$ cat config.mk
export PLATFORM = sky130hd
export DESIGN_NAME = lcd_capture_flat
export DESIGN_NICKNAME = d
export VERILOG_FILES = /design/src/rtl/lcd_capture_if.sv /design/src/rtl/lcd_capture.sv /design/src/flat_wrapper.sv
export SDC_FILE = /design/constraint.sdc
export NUM_CORES = 1
export LEC_CHECK = 0
export ABC_AREA = 1
export CORE_MARGIN = 5
export CORE_UTILIZATION = 61
export CTS_CLUSTER_SIZE = 25
export DETAILED_ROUTE_END_ITERATION = 7
export PLACE_DENSITY_LB_ADDON = 0.1
export SLEW_MARGIN = 20
export SYNTH_ARGS = -nofsm -noshare
export SYNTH_HDL_FRONTEND = slang
export SYNTH_SLANG_ARGS = --single-unit
$ cat constraint.sdc
create_clock -name clock -period 5 [get_ports clock]
set_clock_uncertainty 0.05 [all_clocks]
set_input_delay 1 -clock clock [delete_from_list [all_inputs] [get_ports clock]]
set_output_delay 1 -clock clock [all_outputs]
set_load 0.02 [all_outputs]
$ cat src/rtl/lcd_capture_if.sv
// lcd_capture_if
// Frame buffer write bus between the LCD capture block and the
// double-banked frame buffer RAM.
//   fb_we    one-cycle write strobe
//   fb_addr  byte address inside the bank being written
//   fb_data  four packed 2-bit pixels, leftmost pixel in [1:0]
//   fb_bank  bank currently being written; the scanner reads the other one
// master: the capture block (drives the bus)
// slave : the frame buffer RAM / scanner side (observes the bus)
interface lcd_capture_if #(
    parameter int ADDR_W = 13
);
    logic              fb_we;
    logic [ADDR_W-1:0] fb_addr;
    logic [7:0]        fb_data;
    logic              fb_bank;

    modport master (
        output fb_we,
        output fb_addr,
        output fb_data,
        output fb_bank
    );

    modport slave (
        input fb_we,
        input fb_addr,
        input fb_data,
        input fb_bank
    );
endinterface

$ cat src/rtl/lcd_capture.sv
// lcd_capture
// Rebuilds the gameboy LCD pixel stream into a packed, double-banked frame
// buffer (four 2-bit pixels per byte, H_PIXELS x V_LINES per bank).
// Ports:
//   clock, reset          core clock, synchronous active-high reset
//   enable                capture enable (sampled alongside the strobes)
//   pixel_data[1:0]       shade of the pixel carried by a pixel_clock rise
//   pixel_clock           rising edge = one pixel
//   pixel_latch           rising edge = end of line
//   vsync                 rising edge = frame boundary
//   fb                    frame buffer write bus (lcd_capture_if.master)
//   frame_done            pulse per complete frame
//   line_err              pulse per malformed line (short line / overrun)
//   frame_err             pulse per malformed frame
//   frame_count[7:0]      complete frames seen, wrapping
module lcd_capture #(
    parameter int H_PIXELS = 160,
    parameter int V_LINES  = 144,
    parameter int ADDR_W   = 13
) (
    input  logic                 clock,
    input  logic                 reset,
    input  logic                 enable,
    input  logic [1:0]           pixel_data,
    input  logic                 pixel_clock,
    input  logic                 pixel_latch,
    input  logic                 vsync,
    lcd_capture_if.master        fb,
    output logic                 frame_done,
    output logic                 line_err,
    output logic                 frame_err,
    output logic [7:0]           frame_count
);

    localparam int XW = $clog2(H_PIXELS + 1);
    localparam int YW = $clog2(V_LINES + 1);
    localparam logic [XW-1:0]     X_END      = XW'(H_PIXELS);
    localparam logic [YW-1:0]     Y_END      = YW'(V_LINES);
    localparam logic [ADDR_W-1:0] LINE_BYTES = ADDR_W'(H_PIXELS / 4);

    typedef enum logic {
        IDLE,
        ACTIVE
    } state_t;

    state_t            state, n_state;

    // Input sample registers and their previous values for edge detection.
    // pixel_data and enable are sampled with the strobes so that one sample
    // decides everything about a given edge.
    logic              pclk_q, pclk_prev;
    logic              latch_q, latch_prev;
    logic              vsync_q, vsync_prev;
    logic              enable_q;
    logic [1:0]        pd_q;

    logic [XW-1:0]     x, nx;
    logic [YW-1:0]     y, ny;
    logic [5:0]        pack, npack;
    logic              overrun_seen, n_ovr;

    logic              we_r, n_we;
    logic [ADDR_W-1:0] addr_r, n_addr;
    logic [7:0]        data_r, n_data;
    logic              bank_r, n_bank;
    logic              n_lerr, n_ferr, n_done;
    logic [7:0]        n_count;

    logic              pixel_rise, latch_rise, vsync_rise;

    assign pixel_rise = pclk_q  & ~pclk_prev;
    assign latch_rise = latch_q & ~latch_prev;
    assign vsync_rise = vsync_q & ~vsync_prev;

    assign fb.fb_we   = we_r;
    assign fb.fb_addr = addr_r;
    assign fb.fb_data = data_r;
    assign fb.fb_bank = bank_r;

    // Next-state computation. Edges detected in the same cycle are applied in
    // the order pixel, line end, frame end, each step seeing the x/y left by
    // the previous one.
    always_comb begin
        n_state = state;
        nx      = x;
        ny      = y;
        npack   = pack;
        n_ovr   = overrun_seen;
        n_we    = 1'b0;
        n_addr  = addr_r;
        n_data  = data_r;
        n_bank  = bank_r;
        n_count = frame_count;
        n_lerr  = 1'b0;
        n_ferr  = 1'b0;
        n_done  = 1'b0;

        if (!enable_q) begin
            n_state = IDLE;
            nx      = '0;
            ny      = '0;
            npack   = '0;
            n_ovr   = 1'b0;
        end else if (state == IDLE) begin
            if (vsync_rise) begin
                n_state = ACTIVE;
                nx      = '0;
                ny      = '0;
                npack   = '0;
                n_ovr   = 1'b0;
            end
        end else begin
            if (pixel_rise) begin
                if (ny == Y_END) begin
                    n_ferr = 1'b1;
                end else if (nx == X_END) begin
                    // Overrun: report only the first surplus pixel of the line.
                    n_lerr = ~overrun_seen;
                    n_ovr  = 1'b1;
                end else begin
                    case (nx[1:0])
                        2'd0: npack[1:0] = pd_q;
                        2'd1: npack[3:2] = pd_q;
                        2'd2: npack[5:4] = pd_q;
                        default: begin
                            n_we   = 1'b1;
                            n_data = {pd_q, npack};
                            n_addr = ADDR_W'(ny) * LINE_BYTES + ADDR_W'(nx >> 2);
                        end
                    endcase
                    nx = nx + XW'(1);
                end
            end

            if (latch_rise && nx != '0) begin
                // A short line loses its partial word; a latch on an empty
                // line does nothing at all.
                n_lerr = (nx != X_END);
                npack  = '0;
                nx     = '0;
                n_ovr  = 1'b0;
                if (ny != Y_END) begin
                    ny = ny + YW'(1);
                end
            end

            if (vsync_rise) begin
                if (ny == Y_END) begin
                    n_done  = 1'b1;
                    n_bank  = ~bank_r;
                    n_count = frame_count + 8'd1;
                end else begin
                    n_ferr = 1'b1;
                end
                nx    = '0;
                ny    = '0;
                npack = '0;
                n_ovr = 1'b0;
            end
        end
    end

    // All state and every output are registered here.
    always_ff @(posedge clock) begin
        if (reset) begin
            state        <= IDLE;
            pclk_q       <= 1'b0;
            pclk_prev    <= 1'b0;
            latch_q      <= 1'b0;
            latch_prev   <= 1'b0;
            vsync_q      <= 1'b0;
            vsync_prev   <= 1'b0;
            enable_q     <= 1'b0;
            pd_q         <= 2'd0;
            x            <= '0;
            y            <= '0;
            pack         <= '0;
            overrun_seen <= 1'b0;
            we_r         <= 1'b0;
            addr_r       <= '0;
            data_r       <= 8'd0;
            bank_r       <= 1'b0;
            frame_done   <= 1'b0;
            line_err     <= 1'b0;
            frame_err    <= 1'b0;
            frame_count  <= 8'd0;
        end else begin
            pclk_q       <= pixel_clock;
            pclk_prev    <= pclk_q;
            latch_q      <= pixel_latch;
            latch_prev   <= latch_q;
            vsync_q      <= vsync;
            vsync_prev   <= vsync_q;
            enable_q     <= enable;
            pd_q         <= pixel_data;
            state        <= n_state;
            x            <= nx;
            y            <= ny;
            pack         <= npack;
            overrun_seen <= n_ovr;
            we_r         <= n_we;
            addr_r       <= n_addr;
            data_r       <= n_data;
            bank_r       <= n_bank;
            frame_done   <= n_done;
            line_err     <= n_lerr;
            frame_err    <= n_ferr;
            frame_count  <= n_count;
        end
    end

endmodule

$ cat src/flat_wrapper.sv
// flat-port wrapper written by rule: the top's interface ports become plain ports
module lcd_capture_flat 
#(
    parameter int H_PIXELS = 160,
    parameter int V_LINES  = 144,
    parameter int ADDR_W   = 13
)
  (clock, reset, enable, pixel_data, pixel_clock, pixel_latch, vsync, frame_done, line_err, frame_err, frame_count, fb_fb_we, fb_fb_addr, fb_fb_data, fb_fb_bank);
  lcd_capture_if #(.ADDR_W(ADDR_W)) fb_i ();
  input  logic clock;
  input  logic reset;
  input  logic enable;
  input  logic [1:0] pixel_data;
  input  logic pixel_clock;
  input  logic pixel_latch;
  input  logic vsync;
  output logic frame_done;
  output logic line_err;
  output logic frame_err;
  output logic [7:0] frame_count;
  output wire logic [$bits(fb_i.fb_we)-1:0] fb_fb_we;
  output wire logic [$bits(fb_i.fb_addr)-1:0] fb_fb_addr;
  output wire logic [$bits(fb_i.fb_data)-1:0] fb_fb_data;
  output wire logic [$bits(fb_i.fb_bank)-1:0] fb_fb_bank;
  assign fb_fb_we = fb_i.fb_we;
  assign fb_fb_addr = fb_i.fb_addr;
  assign fb_fb_data = fb_i.fb_data;
  assign fb_fb_bank = fb_i.fb_bank;
  lcd_capture #(.H_PIXELS(H_PIXELS), .V_LINES(V_LINES), .ADDR_W(ADDR_W)) u_core (.clock(clock), .reset(reset), .enable(enable), .pixel_data(pixel_data), .pixel_clock(pixel_clock), .pixel_latch(pixel_latch), .vsync(vsync), .fb(fb_i), .frame_done(frame_done), .line_err(line_err), .frame_err(frame_err), .frame_count(frame_count));
endmodule
==> results.md, run 1 <==
* GRT Residual Overflow at 0
* Clock Sinks at 67
* Slew @ Worst Pin at 0.9357 ns
* Peak VDD IR at 0.2214 mV
* Worst R2R Path Depth at 18
* Slew headroom at 37.39%
* Pleak at 1.917 nW
* CTS resizes at 0
* Final Max Tran Viols at 0
* CTS Buf Count at 9
* Pwr Total at 1.044 mW
* Status: completed
* Post-Synthesis Cells at 533
* Final core utilization at 74.31%
* Area leader, netlist: dfxtp_1
* Min-Delay Path Class: reg -> reg
* First-pass GRT wire length at 14.53 mm
* Synth Area in Compound Gates at 10.93%
* Die W at 89.16 µm
* Routed met3 length at 464 µm
* Core area at 0.005991 mm²
* Hold Vio Cnt, Final at 0
* Mean Syn Cell Area at 7.172 µm²
* Filler cells at 473
* Post-synth top area share at 35.09%
* Total die area at 0.007950 mm²
* Layout area overhead at 16.46%
* Commonest non-fill, non-tap cells in the layout: nand2_1 (108), inv_1 (67), dfxtp_1 (67)
* Clock Tree Root: clkbuf_8
* Largest family of logic cells by synthesized area: simple AND/OR/NAND/NOR gates
* EDFF count, synth at 0
* Number of cells after detailed placement at 637
* Int Pwr at 785.7 µW
* Clock network fraction of total power at 43.7%
* Xor/xnor share of the synthesized area at 4.354%
* Row count at 28
* Max-cap violations at 0
* Largest net degree at the start of global routing at 40
* First-pass iteration count of the detailed router at 5
* Initial antenna violation count at 0
* Number of port buffers at 41
* Clk buf depth at 2
* Top FF cell, synth: dfxtp_1
* Number of DRC markers in iteration 0 at 178
* Storage element area at 0.001341 mm²
* Logic pwr share at 4.7%
* Sequential fraction of design power at 51.6%
* Boundary pin count at 42
* CP Data Arrival Time at 3.47 ns
* Synth async-reset ratio at 0%
* WL final at 8.593 mm
* Post-CTS Hold Fix Bufs at 0
* RSZ-0062 raised after global routing: no
* Top Metal Used: met4
* Netlist Area Pre-Place at 0.003822 mm²
* Clock latency on the worst-skew pair at 0.34 ns
* Final setup viols at 0
* Crit Path Max Fanout at 13
* Fin area at 0.004452 mm²
* Post-route ant nets at 0
* Kind of critical path: reg -> reg
* Distinct cells, synth at 31
* Hold depth at 2
* Switching share of power at 24.77%
* Met2 WL at 4.149 mm
* Wire length per cell at 13.16 µm
* Routed metal-1 wirelength at 3.902 mm
* Post-CTS Setup Inserts at 0
* Synth area leaders: dfxtp_1 (35%), nand2_1 (11%), ha_1 (7.2%), inv_1 (6.6%), a21oi_1 (6.2%)
* Fin crit share at 64.98%
* GR Util All Layers at 22.92%
* Tmin final at 3.249 ns
* Fin cells at 653
* Sequential area share after synthesis at 35.09%
* Startpoint class of the critical path: register
* Fin Setup TNS at 0 ns
* # DRC at 0
* Mux cell area share after synthesis at 0%
* Most common cell after layout, fill and taps aside: nand2_1
* Multi-input gate area at 0.002110 mm²
* Clock slew at reported path FFs at 0.08 ns
* Total placed instance area at 0.004252 mm²
* Vias per cell at 5.357
* Seq cells post-synth at 67
* Synth Area in Adders at 8.249%
* Synth warn at 0
* Number of global-route vias before repair at 3,177
* PD cells at 234.6 mW/mm²
* Post-synthesis simple-gate area fraction at 31.59%
* Net switching power figure at 258.7 µW
* Syn nets at 565
* CP required at 5.23 ns
* Critical Path End Type: register
* Highest Clock Rate at 307.8 MHz
* Starting density of the core at 63.81%
* Share of cells above drive strength 1 at 10.21%
* Max H-tree Level at 3
* Layout Nets at 605
* Vias at 3,498
* Gpl congestion at 0.8902
* Ant diodes at 0
* CTS tree: built
* Chip Height at 89.16 µm
* DP Wirelength at 6.509 mm
==> state kept, by name (all words and copies together), names as in the netlist <==
register	cells
u_core.x	8
u_core.overrun_seen	1
u_core.frame_count	8
u_core.frame_done	1
u_core.fb.fb_data	8
u_core.y	8
u_core.state	1
u_core.pack	6
u_core.line_err	1
u_core.fb.fb_addr	13
u_core.pclk_q	1
u_core.fb.fb_bank	1
u_core.fb.fb_we	1
u_core.enable_q	1
u_core.latch_prev	1
u_core.vsync_q	1
u_core.frame_err	1
u_core.vsync_prev	1
u_core.pd_q	2
u_core.pclk_prev	1
u_core.latch_q	1
==> worst max-delay path: stages, from the launching register on <==
cell,delay (ns)
dfxtp_1,0.31
inv_1,0.05
nor2_1,0.70
inv_1,0.17
nor2_2,0.26
nand3b_1,0.15
nand3_2,0.12
nor2_4,0.04
nand2_4,0.10
nand2_4,0.10
nand2_1,0.08
nand2_1,0.06
nor2_1,0.12
nand2_1,0.12
nor2_4,0.27
nand3_2,0.20
nand2_1,0.12
nand2_1,0.06
nor2_1,0.07
==> per-stage QoR <==
| stage | hold WS, ns | worst slack (ns) |
|---|---|---|
| 4_1_cts | 0.4085 | 1.821 |
| 6_report | 0.4070 | 1.751 |
| 3_3_place_gp | 0.3675 | 1.772 |
| 3_5_place_dp | 0.3951 | 1.680 |
| 5_1_grt | 0.4281 | 1.346 |
| 2_1_floorplan | 0.3607 | 2.561 |
==> final timing paths <==
path | startpoint | end | slack (ns)
setup / recovery | u_core.pclk_q | u_core.frame_count[0] | 1.75
hold / removal | u_core.pclk_q | u_core.pclk_prev | 0.41
hold reg to reg | u_core.pclk_q | u_core.pclk_prev | 0.41
setup reg to reg | u_core.pclk_q | u_core.frame_count[0] | 1.75
==> routing by layer <==
layer / global-route usage, % / up-vias
li1: - / 1796
met1: 30.95 / 1606
met2: 38.65 / 88
met3: 3.226 / 8
met4: 5.683 / 0
met5: 0 / -
==> power by group through the flow <==
stage	logic, mW	clock network, mW	registers [mW]
floorplan	0.0357	0	0.551
finish	0.0490	0.457	0.539
global route	0.0547	0.484	0.539
CTS	0.0487	0.458	0.539
detailed placement	0.0484	0	0.551
global placement	0.0471	0	0.551
==> synth_stat cells (all sizes together) (2+ instances only) <==
master,count
ha,22
nor3,6
inv,73
xnor2,4
a21oi,47
dfxtp,67
fa,2
nor4,2
nor2,63
nand3,38
xor2,15
buf,4
nand3b,5
o21ai,35
clkbuf,11
nand4,16
nand2,119
==> final cells by class <==
| cell class | count | share of cell area (%) |
|---|---|---|
| flip-flops and latches | 67 | 30.13 |
| repair buffers | 44 | 9.725 |
| clock buffers | 9 | 2.782 |
| inverters | 73 | 6.155 |
| clock inverters | 7 | 1.714 |
| multi-input cells | 378 | 47.39 |
| well taps | 75 | 2.108 |
==> cells by family after synthesis <==
group           after synthesis
xor+xnor                     19
fa+ha+maj                    24
flops                        67
simple gates                252
buf+inv                      88
compound gates               83
No activity file was read; power rests on OpenSTA's default activity.
==> run 2: changes to the inputs <==
--- a/config.mk
+++ b/config.mk
@@ -7,7 +7,7 @@
 export LEC_CHECK = 0
 export ABC_AREA = 1
 export CORE_MARGIN = 5
-export CORE_UTILIZATION = 61
+export CORE_UTILIZATION = 51
 export CTS_CLUSTER_SIZE = 25
 export DETAILED_ROUTE_END_ITERATION = 7
 export PLACE_DENSITY_LB_ADDON = 0.1
==> constraint.sdc (replaced) <==
create_clock -name clock -period 2.8 [get_ports clock]
set_clock_uncertainty 0.05 [all_clocks]
set_input_delay 0.56 -clock clock [delete_from_list [all_inputs] [get_ports clock]]
set_output_delay 0.56 -clock clock [all_outputs]
set_load 0.02 [all_outputs]
==> results.md, run 2 (synthesis results as in run 1) <==
* Starting density of the core at 52.42%
* Worst R2R Path Depth at 21
* GR Util All Layers at 21.11%
* Max reg flops at 13
* Slew @ Worst Pin at 0.5504 ns
* Boundary pin count at 42
* FF-to-FF End: u_core.frame_count[7]
* Number of DRC markers in iteration 0 at 126
* Sequential fraction of design power at 49.8%
* Crit Path Max Fanout at 6
* Hold WS at 0.4007 ns
* WL final at 9.699 mm
* RR Startpoint: u_core.y[0]
* Core area at 0.007292 mm²
* Ant diodes at 0
* R2R Setup Slk at 0.12 ns
* Final Max Tran Viols at 0
* Clock Sinks at 67
* Commonest non-fill, non-tap cells in the layout: nand2_1 (105), inv_1 (65), dfxtp_1 (61)
* Tmin final at 2.676 ns
* CP required at 3.04 ns
* Startpoint class of the critical path: register
* CP Data Arrival Time at 2.92 ns
* Switching share of power at 26.39%
* WP buf/inv at 3
* Clock slew at reported path FFs at 0.08 ns
* Vias at 3,664
* Slowest stage delay, CP at 0.32 ns
* GRT Residual Overflow at 0
* Clock network fraction of total power at 44.8%
* Peak VDD IR at 0.2641 mV
* PD cells at 395.2 mW/mm²
* WHS Endpoint: u_core.pclk_prev
* CP Cell Sequence: inv_1 -> ha_1 -> nand2_1 -> nor2_4 -> nand2_4 -> nand3_4 -> nor2_1 -> nor2_1 -> nand2_2 -> nor2_4 -> nand2_4 -> nand3_2 -> nand2_1 -> nor2_2 -> nand2_2 -> nor2_4 -> buf_6 -> nand3_1 -> nand2_1 -> inv_1 -> nor2_1
* First-pass GRT wire length at 15.13 mm
* Logic pwr share at 5.4%
* Kind of critical path: reg -> reg
* Hold Vio Cnt, Final at 0
* Wire length per cell at 13.62 µm
* Setup ws final at 0.1242 ns
* DP Worst Slack at -0.009390 ns
* Pleak at 2.105 nW
* Vias per cell at 5.146
* Final setup viols at 0
* Hold depth at 2
* Clock Tree Root: clkbuf_8
* Post-route ant nets at 0
* Filler cells at 637
* Min-Delay Path Class: reg -> reg
* Crit path max-delay family: simple AND/OR/NAND/NOR gates
* Clock latency on the worst-skew pair at 0.35 ns
* Highest Clock Rate at 373.7 MHz
* Int Pwr at 1.418 mW
* Die W at 96.58 µm
* Status: completed
* Clk buf depth at 2
* CTS Buf Count at 9
* Fin crit share at 95.56%
* DP Wirelength at 6.967 mm
* Net switching power figure at 508.4 µW
* Layout area overhead at 27.56%
* Slew headroom at 63.27%
* Number of global-route vias before repair at 3,176
* Final core utilization at 66.87%
* CTS tree: built
* Largest net degree at the start of global routing at 25
* Crit path max-delay cell type: dfxtp_2
* # DRC at 0
* Row count at 31
* Critical Path End Type: register
* Initial antenna violation count at 0
* Fin Setup TNS at 0 ns
* Most common cell after layout, fill and taps aside: nand2_1
* Layout Nets at 640
* Share of cells above drive strength 1 at 19.09%
* Number of port buffers at 41
* Gpl congestion at 0.8799
* HP Start: u_core.pclk_q
* Max-cap violations at 0
* Total die area at 0.009327 mm²
* Chip Height at 96.58 µm
* First-pass iteration count of the detailed router at 4
* Max H-tree Level at 3
-- run 2: routing by layer --
layer  up-vias  track usage (%)  wire length [µm]
li1       1874                -                 -
met1      1667            29.77              4592
met2       106            31.84              4329
met3        17            4.725               586
met4         0            6.893               191
met5         -                0                 0
-- run 2: worst max-delay path by stage --
stage | start | to | slack, ns | cells past startpoint
2_1_floorplan | u_core.y[0] | u_core.frame_count[4] | 0.36 | 20
3_3_place_gp | u_core.x[0] | u_core.frame_count[3] | 0.10 | 22
3_5_place_dp | u_core.x[0] | u_core.frame_count[7] | -0.009 | 22
4_1_cts | u_core.x[1] | u_core.frame_count[1] | 0.02 | 21
5_1_grt | u_core.y[1] | u_core.frame_count[6] | -0.04 | 21
6_report | u_core.y[0] | u_core.frame_count[7] | 0.12 | 21
-- run 2: stage by stage --
step | cell area [µm²] | cells | power, mW
6_report | 4876 | 712 | 1.927
5_1_grt | 4876 | 712 | 2.007
4_1_cts | 4658 | 699 | 1.940
3_5_place_dp | 4447 | 683 | 1.079
3_3_place_gp | 4447 | 683 | 1.078
2_1_floorplan | 3822 | 533 | 1.047
-- run 2: area by class of cell --
class	instances	area (µm²)	area share [%]
repair buffers	77	688.2	14.11
multi-input cells	380	2223	45.60
clock buffers	9	123.9	2.540
well taps	99	123.9	2.540
clock inverters	7	83.83	1.719
inverters	73	279.0	5.722
flip-flops and latches	67	1354	27.76
-- run 2: repair_timing --
action	4_1_cts	5_1_grt
hold buffers	0	0
gates cloned	0	2
setup endpoints to repair	4	17
buffers inserted	0	11
gates resized for setup	2	35
pin swaps	0	13
hold endpoints to repair	0	0
-- run 2: worst min-delay path, cell delays in order, from the launching register on --
cell and delay (ns):
dfxtp_1 0.30, inv_1 0.07, nor2_1 0.04
-- run 2: power by group through the flow --
stage                     Sequential, mW  Combinational [mW]  Clock (mW)
after detailed placement           0.984              0.0952           0
after global routing               0.961               0.116       0.931
after global placement             0.984              0.0943           0
after floorplan                    0.983              0.0638           0
after CTS                          0.961              0.0953       0.883
final                              0.959               0.105       0.863
==> run 3: changes to the inputs <==
--- a/config.mk
+++ b/config.mk
@@ -6,7 +6,7 @@
 export NUM_CORES = 1
 export LEC_CHECK = 0
 export ABC_AREA = 1
-export CORE_MARGIN = 5
+export CORE_MARGIN = 2
 export CORE_UTILIZATION = 51
 export CTS_CLUSTER_SIZE = 25
 export DETAILED_ROUTE_END_ITERATION = 7
==> results.md, run 3 (synthesis results as in run 1) <==
* Status: completed
* Number of cells after detailed placement at 677
* Fin Setup TNS at 0 ns
* Final setup viols at 0
* Vias per cell at 5.108
* CP dominant cell by count: nor2_2
* Met2 usage at 35.76%
* Max H-tree Level at 3
* Min-Delay Path Class: reg -> reg
* Commonest non-fill, non-tap cells in the layout: nand2_1 (98), inv_1 (63), dfxtp_1 (61)
* Wire length per cell at 13.45 µm
* Pwr Total at 1.923 mW
* Tmin final at 2.667 ns
* Chip Height at 90.58 µm
* Total placed instance area at 0.004414 mm²
* Max-cap violations at 0
* Crit. Startpoint: u_core.x[0]
* CTS tree: built
* Boundary pin count at 42
* Layout Nets at 630
* RR Startpoint: u_core.x[0]
* DP Wirelength at 6.641 mm
* Share of cells above drive strength 1 at 19.07%
* Vias at 3,586
* Crit path to: u_core.frame_count[4]
* Met3 Usage GRT at 4.674%
* Number of port buffers at 41
* Slew headroom at 56.85%
* Hold Vio Cnt, Final at 0
* Startpoint class of the critical path: register
* Peak VDD IR at 0.2181 mV
* Post-route ant nets at 0
* Grt met1 use at 31.51%
* GR Util All Layers at 22.92%
* Most common cell after layout, fill and taps aside: nand2_1
* Total die area at 0.008204 mm²
* PD cells at 395.5 mW/mm²
* First-pass GRT wire length at 15.39 mm
* Crit Path Max Fanout at 6
* Starting density of the core at 52.70%
* Fin area at 0.004863 mm²
* Clock Tree Root: clkbuf_8
* Clock Sinks at 67
* CP required at 2.99 ns
* Final Max Tran Viols at 0
* Critical Path End Type: register
* Slowest stage delay, CP at 0.39 ns
* # DRC at 0
* Layout area overhead at 27.23%
* Largest net degree at the start of global routing at 24
* Clock latency on the worst-skew pair at 0.36 ns
* Ant diodes at 0
* Number of global-route vias before repair at 3,284
* Fin crit share at 95.23%
* Clk buf depth at 2
* Layer with the highest usage: met2
* Initial antenna violation count at 0
* Worst R2R Path Depth at 17
* Slew @ Worst Pin at 0.6458 ns
* Hold WS at 0.3955 ns
* Core area at 0.007253 mm²
* Crit path max-delay cell type: dfxtp_4
* Pleak at 2.045 nW
* CTS Buf Count at 9
* Row count at 31
* First-pass iteration count of the detailed router at 7
* CP Cell Sequence: ha_2 -> nand3_1 -> nor2_2 -> nand4_1 -> nand2_2 -> nand3_2 -> nor2_4 -> nand2_4 -> nand3_1 -> nand2_1 -> nor2_2 -> nand2_2 -> nor2_4 -> clkbuf_16 -> nand4_1 -> nand2_1 -> nor2_2
* Number of DRC markers in iteration 0 at 181
* Gpl congestion at 1.003
* Highest Clock Rate at 375.0 MHz
* Clock slew at reported path FFs at 0.09 ns
* FF-to-FF End: u_core.frame_count[4]
* Die W at 90.58 µm
* CP Data Arrival Time at 2.86 ns
* GRT Residual Overflow at 0
* R2R Setup Slk at 0.13 ns
* Hold depth at 2
* WL final at 9.444 mm
* Max reg flops at 13
* Fin cells at 702
* Kind of critical path: reg -> reg
==> run 3: changes by cell type in the layout (fill, tap and decap cells not counted), sizes merged <==
cell,before,now
clkinvlp,1,2
inv,76,77
clkbuf,9,10
buf,36,25
clkinv,2,0
==> run 3: how the worst min path moves through the flow <==
stage | from | endpoint | slack [ns]
2_1_floorplan | u_core.pclk_q | u_core.pclk_prev | 0.36
3_3_place_gp | u_core.pclk_q | u_core.pclk_prev | 0.37
3_5_place_dp | u_core.pclk_q | u_core.pclk_prev | 0.37
4_1_cts | u_core.pclk_q | u_core.pclk_prev | 0.39
5_1_grt | u_core.pack[0] | u_core.fb.fb_data[0] | 0.41
6_report | u_core.pack[0] | u_core.fb.fb_data[0] | 0.40
==> run 3: layer usage <==
layer	share of wire (%)	vias up
met4	2.1	0
met1	48	1620
met5	0	-
met2	45	96
li1	-	1852
met3	4.7	18
==> run 3: where the power goes <==
group / switching [mW] / internal (mW)
clock: 0.434 / 0.427
combinational: 0.0693 / 0.0343
sequential: 0.00245 / 0.957
==> run 3: worst max-delay path: cells and delay by family, from the launching register on <==
family,cells,cell delay (ns)
and+or+nand+nor,15,1.70
DFF,1,0.39
adders and majority gates,1,0.20
buffers and inverters,1,0.19
==> run 3: through the flow <==
| step | util (%) | setup WS, ns |
|---|---|---|
| 4_1_cts | 63.71 | 0.08491 |
| 2_1_floorplan | - | 0.3611 |
| 5_1_grt | 67.05 | -0.06757 |
| 3_5_place_dp | 60.86 | 0.1154 |
| 6_report | 67.05 | 0.1334 |
| 3_3_place_gp | 60.86 | 0.1851 |
==> run 3: cell type report <==
type	count	area, µm²
inverters	73	279.0
fillers	646	2390
flip-flops and latches	67	1354
clock buffers	9	123.9
multi-input cells	380	2265
repair buffers	67	635.6
clock inverters	7	82.58
well taps	99	123.9
==> run 3: timing repair <==
item                       in CTS  in global routing
hold buffers                    0                  0
buffers inserted                0                  6
setup endpoints to repair       0                 18
resized for setup               0                 49
